File: src/rtl/padctrl_cfg_host_pkg.sv
// padctrl_cfg_host_pkg: TL-UL types, padctrl register map and sequencer states
package padctrl_cfg_host_pkg;

    typedef struct packed {
        logic        a_valid;
        logic [2:0]  a_opcode;
        logic [2:0]  a_param;
        logic [1:0]  a_size;
        logic [7:0]  a_source;
        logic [31:0] a_address;
        logic [3:0]  a_mask;
        logic [31:0] a_data;
        logic [15:0] a_user;
        logic        d_ready;
    } tl_h2d_t;

    typedef struct packed {
        logic        d_valid;
        logic [2:0]  d_opcode;
        logic [2:0]  d_param;
        logic [1:0]  d_size;
        logic [7:0]  d_source;
        logic        d_sink;
        logic [31:0] d_data;
        logic [15:0] d_user;
        logic        d_error;
        logic        a_ready;
    } tl_d2h_t;

    typedef enum logic [2:0] {PutFullData = 3'd0, Get = 3'd4} tl_a_op_e;
    typedef enum logic [2:0] {AccessAck = 3'd0, AccessAckData = 3'd1} tl_d_op_e;

    localparam int DefNMioPads = 16;
    localparam int DefNDioPads = 4;
    localparam int DefAttrDw   = 8;

    localparam logic [31:0] RegenOffset   = 32'h0;
    localparam logic [31:0] MioAttrOffset = 32'h4;

    localparam logic [1:0] ErrDError   = 2'd1;
    localparam logic [1:0] ErrMismatch = 2'd2;
    localparam logic [1:0] ErrProto    = 2'd3;

    typedef enum logic [3:0] {
        IDLE, WR_REQ, WR_RSP, RD_REQ, RD_RSP, LK_REQ, LK_RSP, DONE, ERROR
    } state_e;

endpackage

File: src/rtl/padctrl_cfg_host_req.sv
// padctrl_cfg_host_req: single-outstanding TL-UL request/response channel
// req_i holds a_valid, rsp_i holds d_ready; acc_o/rvalid_o flag the A/D handshakes,
// derr_o/bad_o/rdata_o describe the response taken on rvalid_o.
module padctrl_cfg_host_req
    import padctrl_cfg_host_pkg::*;
#(
    parameter logic [7:0] SourceId = 8'h00
) (
    input  logic        req_i,
    input  logic        rsp_i,
    input  logic        we_i,
    input  logic [31:0] addr_i,
    input  logic [31:0] wdata_i,
    input  tl_d2h_t     tl_i,
    output tl_h2d_t     tl_o,
    output logic        acc_o,
    output logic        rvalid_o,
    output logic [31:0] rdata_o,
    output logic        derr_o,
    output logic        bad_o
);
    logic unused_tl;

    always_comb begin
        tl_o = '0;
        if (req_i) begin
            tl_o.a_valid   = 1'b1;
            tl_o.a_opcode  = we_i ? PutFullData : Get;
            tl_o.a_size    = 2'd2;
            tl_o.a_source  = SourceId;
            tl_o.a_address = addr_i;
            tl_o.a_mask    = 4'hF;
            tl_o.a_data    = we_i ? wdata_i : 32'h0;
        end
        tl_o.d_ready = rsp_i;
    end

    assign acc_o    = req_i && tl_i.a_ready;
    assign rvalid_o = rsp_i && tl_i.d_valid;
    assign rdata_o  = tl_i.d_data;
    assign derr_o   = tl_i.d_error;
    assign bad_o    = tl_i.d_opcode != (we_i ? AccessAck : AccessAckData) || tl_i.d_source != SourceId;

    assign unused_tl = ^{tl_i.d_param, tl_i.d_size, tl_i.d_sink, tl_i.d_user};

endmodule

File: src/rtl/padctrl_cfg_host.sv
// padctrl_cfg_host: programs padctrl MIO/DIO attributes over TL-UL, optional verify and REGEN lock
// start_i/verify_i/lock_i and the attribute images are sampled on start; tl_o/tl_i is the
// crossbar host port; busy_o/done_o/err_o with err_code_o/err_idx_o report progress and outcome.
module padctrl_cfg_host
    import padctrl_cfg_host_pkg::*;
#(
    parameter logic [31:0] BaseAddr = 32'h4006_0000,
    parameter logic [7:0]  SourceId = 8'h00,
    parameter int          NMioPads = DefNMioPads,
    parameter int          NDioPads = DefNDioPads,
    parameter int          AttrDw   = DefAttrDw
) (
    input  logic                       clk_i,
    input  logic                       rst_ni,
    input  logic                       start_i,
    input  logic                       verify_i,
    input  logic                       lock_i,
    input  logic [NMioPads*AttrDw-1:0] mio_attr_i,
    input  logic [NDioPads*AttrDw-1:0] dio_attr_i,
    output tl_h2d_t                    tl_o,
    input  tl_d2h_t                    tl_i,
    output logic                       busy_o,
    output logic                       done_o,
    output logic                       err_o,
    output logic [1:0]                 err_code_o,
    output logic [2:0]                 err_idx_o
);
    localparam int         ImgW    = (NMioPads + NDioPads) * AttrDw;
    localparam int         NWords  = ImgW / 32;
    localparam logic [2:0] LastIdx = 3'(NWords - 1);

    state_e          state_q, state_d;
    logic [2:0]      idx_q, idx_d;
    logic            verify_q, verify_d;
    logic            lock_q, lock_d;
    logic [ImgW-1:0] img_q, img_d;
    logic [1:0]      code_q, code_d;
    logic [2:0]      eidx_q, eidx_d;
    logic            req, rsp, we, acc, rvalid, derr, bad;
    logic [31:0]     addr, wdata, rdata;

    assign req   = state_q inside {WR_REQ, RD_REQ, LK_REQ};
    assign rsp   = state_q inside {WR_RSP, RD_RSP, LK_RSP};
    assign we    = !(state_q inside {RD_REQ, RD_RSP});
    assign addr  = state_q == LK_REQ ? BaseAddr + RegenOffset
                                     : BaseAddr + MioAttrOffset + {27'd0, idx_q, 2'd0};
    // Outside LK_REQ this is the captured word at idx, which is also the read-back reference.
    assign wdata = state_q == LK_REQ ? 32'h0 : img_q[{idx_q, 5'd0} +: 32];

    padctrl_cfg_host_req #(.SourceId(SourceId)) u_req (
        .req_i    (req),
        .rsp_i    (rsp),
        .we_i     (we),
        .addr_i   (addr),
        .wdata_i  (wdata),
        .tl_i     (tl_i),
        .tl_o     (tl_o),
        .acc_o    (acc),
        .rvalid_o (rvalid),
        .rdata_o  (rdata),
        .derr_o   (derr),
        .bad_o    (bad)
    );

    always_comb begin
        state_d  = state_q;
        idx_d    = idx_q;
        verify_d = verify_q;
        lock_d   = lock_q;
        img_d    = img_q;
        code_d   = code_q;
        eidx_d   = eidx_q;
        case (state_q)
            IDLE, DONE, ERROR: if (start_i) begin
                state_d  = WR_REQ;
                idx_d    = '0;
                verify_d = verify_i;
                lock_d   = lock_i;
                img_d    = {dio_attr_i, mio_attr_i};
                code_d   = '0;
                eidx_d   = '0;
            end
            WR_REQ: if (acc) state_d = WR_RSP;
            RD_REQ: if (acc) state_d = RD_RSP;
            LK_REQ: if (acc) state_d = LK_RSP;
            WR_RSP, RD_RSP, LK_RSP: if (rvalid) begin
                if (derr || bad || (state_q == RD_RSP && rdata != wdata)) begin
                    state_d = ERROR;
                    code_d  = derr ? ErrDError : bad ? ErrProto : ErrMismatch;
                    eidx_d  = idx_q;
                end else if (state_q == LK_RSP) begin
                    state_d = DONE;
                end else if (idx_q != LastIdx) begin
                    idx_d   = idx_q + 3'd1;
                    state_d = state_q == WR_RSP ? WR_REQ : RD_REQ;
                end else begin
                    idx_d   = '0;
                    state_d = state_q == WR_RSP && verify_q ? RD_REQ : lock_q ? LK_REQ : DONE;
                end
            end
            default: state_d = IDLE;
        endcase
    end

    always_ff @(posedge clk_i or negedge rst_ni) begin
        if (!rst_ni) begin
            state_q  <= IDLE;
            idx_q    <= '0;
            verify_q <= 1'b0;
            lock_q   <= 1'b0;
            img_q    <= '0;
            code_q   <= '0;
            eidx_q   <= '0;
        end else begin
            state_q  <= state_d;
            idx_q    <= idx_d;
            verify_q <= verify_d;
            lock_q   <= lock_d;
            img_q    <= img_d;
            code_q   <= code_d;
            eidx_q   <= eidx_d;
        end
    end

    assign busy_o     = req || rsp;
    assign done_o     = state_q == DONE;
    assign err_o      = state_q == ERROR;
    assign err_code_o = code_q;
    assign err_idx_o  = eidx_q;

endmodule

File: config.mk
export PLATFORM = sky130hd
export DESIGN_NAME = padctrl_cfg_host
export DESIGN_NICKNAME = d
export VERILOG_FILES = /design/src/rtl/padctrl_cfg_host_pkg.sv /design/src/rtl/padctrl_cfg_host_req.sv /design/src/rtl/padctrl_cfg_host.sv
export SDC_FILE = /design/constraint.sdc
export NUM_CORES = 1
export LEC_CHECK = 0
export BUFFER_PORTS_ARGS = -buffer_cell sky130_fd_sc_hd__buf_2
export CAP_MARGIN = 25
export CORE_MARGIN = 4
export CORE_UTILIZATION = 45
export CTS_CLUSTER_DIAMETER = 100
export DETAILED_ROUTE_END_ITERATION = 16
export PLACE_DENSITY = 0.84
export SETUP_SLACK_MARGIN = 0.3
export SLEW_MARGIN = 20
export SYNTH_ARGS = -nofsm -noshare
export SYNTH_HDL_FRONTEND = slang
export SYNTH_SLANG_ARGS = --single-unit
File: constraint.sdc
create_clock -name clk_i -period 6.31 [get_ports clk_i]
set_clock_uncertainty 0.1 [all_clocks]
set_input_delay 0.3155 -clock clk_i [delete_from_list [all_inputs] [get_ports clk_i]]
set_output_delay 0.3155 -clock clk_i [all_outputs]
set_load 0.005 [all_outputs]
==> out/results.tsv <==
metric	value	unit
drc	0	
num_rows	53	
worst_setup_path_end_kind	register	
cap_violations	0	
fin_nets	1359	
cts_root_buf	clkbuf_16	
power.density	443	mW/mm^2
ys.flop_type	dfrtp_1	
grt_max_degree	99	
syn-mean-instance-area	11.5	um^2
syn_inst	842	
wl	32400	um
portBuffers	265	
wl_per_cell	22.8	um
synth_cell_types	74	
status	finished, final reports clean	
fin_crit	4.23	ns
drt_iter0_drc	847	
synthArstFlopShare	1.00	
initial_core_util	0.459	
rsz0062_at_grt	false	
ys_seq_area_frac	0.448	
setup_violations	0	
die_h	155	um
slew_violations	0	
fin_tns_setup	0	ns
p_leak	0.00545	uW
crit_fanout	19	
post_cts_buffers	0	
ir_drop	227	uV
max_freq	236	MHz
grtUsageTotal	0.264	
max-slew-margin-rel	0.330	
vias	8112	
synth_area	0.00971	mm^2
yosys.area.top_type	dfrtp_1	
die_area	0.0240	mm^2
gp_congestion	0.999	
min_period_over_period	0.670	
grt_pass1_vias	8297	
arrival	4.49	ns
dp_hpwl	23800	um
die_w	155	um
hold_buffers	49	
final-hold-violation-count	0	
synth-edff-count	0	
clock-sinks	174	
worstSetupPathType	reg -> reg	
post_cts_resized	0	
grt_overflow_total	0	
yosys_warnings	0	
area.growth.synth_to_final	24.0	%
synth_top_area_share	0.448	
place_inst	1329	
ios	343	
firstDrtPassIters	5	
grt_pass1_wl	48400	um
fp.coreArea	0.0212	mm^2
clockBufferDepth	2	
cts-htree-levels	4	
numCtsBuffers	17	
final_cells	1421	
clkTransAtPathRegs	0.07	ns
antenna_found_initial	12	
layout-drive-gt1-share	0.442	
drt-vias-per-instance	5.71	
required	6.57	ns
tritoncts	done	
ys_ff_latch	174	
clk_latency	0.44	ns
critPathLaunchType	register	
synth_area_leaders	dfrtp_1 45%, mux2_2 20%, buf_4 5.6%	
ant_nets	0	
worst_pin_slew	1.00	ns
hp-class	in -> reg	
-- cell usage in the layout (no fill, tap or decap), types with 9 or more instances in the layout --
cell / count
nand3_1: 13
o22ai_1: 17
o22a_1: 13
inv_1: 23
nor4_1: 10
nand2_1: 21
dfrtp_1: 172
buf_4: 9
nor3_1: 13
a21oi_1: 20
a22oi_1: 13
dlygate4sd3_1: 49
mux2i_1: 49
conb_1: 55
clkbuf_16: 17
diode_2: 9
nor2b_1: 14
mux2_2: 176
nor2_1: 47
buf_2: 264
-- registers in the layout (all words and copies together), names as in the netlist --
signal / count
img_q: 160
state_q: 4
err_idx_o: 3
idx_q: 3
err_code_o: 2
lock_q: 1
verify_q: 1
-- through the flow --
| step | utilization | setup slack (ns) | hold slack (ns) | instance area, um^2 | power [uW] |
|---|---|---|---|---|---|
| final | 0.569 | 2.08 | 0.00889 | 12000 | 5340 |
| after global routing | 0.569 | 1.89 | 0.00437 | 12000 | 5640 |
| after CTS | 0.566 | 1.91 | 0.000131 | 12000 | 5300 |
| after detailed placement | 0.516 | 1.97 | 0.388 | 10900 | 4230 |
| after global placement | 0.516 | 1.99 | 0.376 | 10900 | 4130 |
| after floorplan | - | 3.43 | -0.0801 | 9910 | 3560 |
-- cell type report --
type | instances | area (um^2)
Antenna cell | 9 | 22.5
Clock buffer | 20 | 467
Clock inverter | 12 | 104
Fill cell | 1758 | 9110
Inverter | 23 | 86.3
Multi-Input combinational cell | 582 | 4710
Sequential cell | 174 | 4360
Tap cell | 275 | 344
Timing Repair Buffer | 326 | 1950
-- metal layers --
metal  GRT usage  up-vias  part of all wire
li1            -     3550                 -
met1       0.323     3960              0.38
met2       0.437      489              0.48
met3      0.0701      103             0.089
met4       0.122       10             0.048
met5           0        -            0.0017
-- cell usage after synthesis, types with 5 or more instances --
cell type / number
nand2_1: 21
dfrtp_1: 174
nor2_1: 47
o21ai_0: 8
a22oi_1: 13
buf_4: 72
inv_1: 23
a22o_1: 7
o22ai_1: 17
mux2i_1: 49
a21oi_1: 20
nor4_1: 10
buf_2: 6
a222oi_1: 5
mux2_2: 176
nand3_1: 13
clkbuf_1: 31
nor2b_1: 14
o22a_1: 13
nor3_1: 13
and2_1: 6
o31ai_1: 5
-- where the power goes --
| group | switching (uW) | internal, uW |
|---|---|---|
| combinational | 1080 | 1180 |
| sequential | 376 | 1680 |
| clock | 485 | 547 |
| total | 1940 | 3400 |
-- worst paths after layout --
| check | from | end | slack (ns) | cells after the start |
|---|---|---|---|---|
| max | idx_q[2]$_DFFE_PN0P_ | state_q[1]$_DFFE_PN0P_ | 2.08 | 9 |
| max in group asynchronous | rst_ni | img_q[117]$_DFFE_PN0P_ | 4.36 | 4 |
| max reg2reg | idx_q[2]$_DFFE_PN0P_ | state_q[1]$_DFFE_PN0P_ | 2.08 | 9 |
| min in group asynchronous | rst_ni | img_q[22]$_DFFE_PN0P_ | 0.45 | 2 |
| min reg2reg | err_idx_o[0]$_DFFE_PN0P_ | err_idx_o[0]$_DFFE_PN0P_ | 0.40 | 1 |
| min | dio_attr_i[22] | img_q[150]$_DFFE_PN0P_ | 0.009 | 2 |
-- kinds of logic (layout without fill, tap and decap cells) --
family | after synthesis | in the layout | share of synthesized area
AND/OR/NAND/NOR | 152 | 152 | 0.0831
XOR/XNOR | 1 | 1 | 0.000902
other | 1 | 64 | 0.000386
flip-flops | 174 | 174 | 0.448
adder cells (fa/ha/maj) | 2 | 2 | 0.00258
AO/OA/AOI/OAI | 142 | 142 | 0.111
multiplexers | 230 | 230 | 0.265
buffers and inverters | 140 | 381 | 0.0884
-- worst max-delay path: stages (launching register included) --
cell       delay, ns
dfrtp_1         0.89
or2_1           0.67
o22ai_1         0.34
nor2b_1         0.21
or4_1           0.49
o31ai_1         0.26
nand4_1         0.22
a2bb2oi_1       0.26
or4b_4          0.55
o21ai_1         0.15
Power figures use the tool's default switching activity.
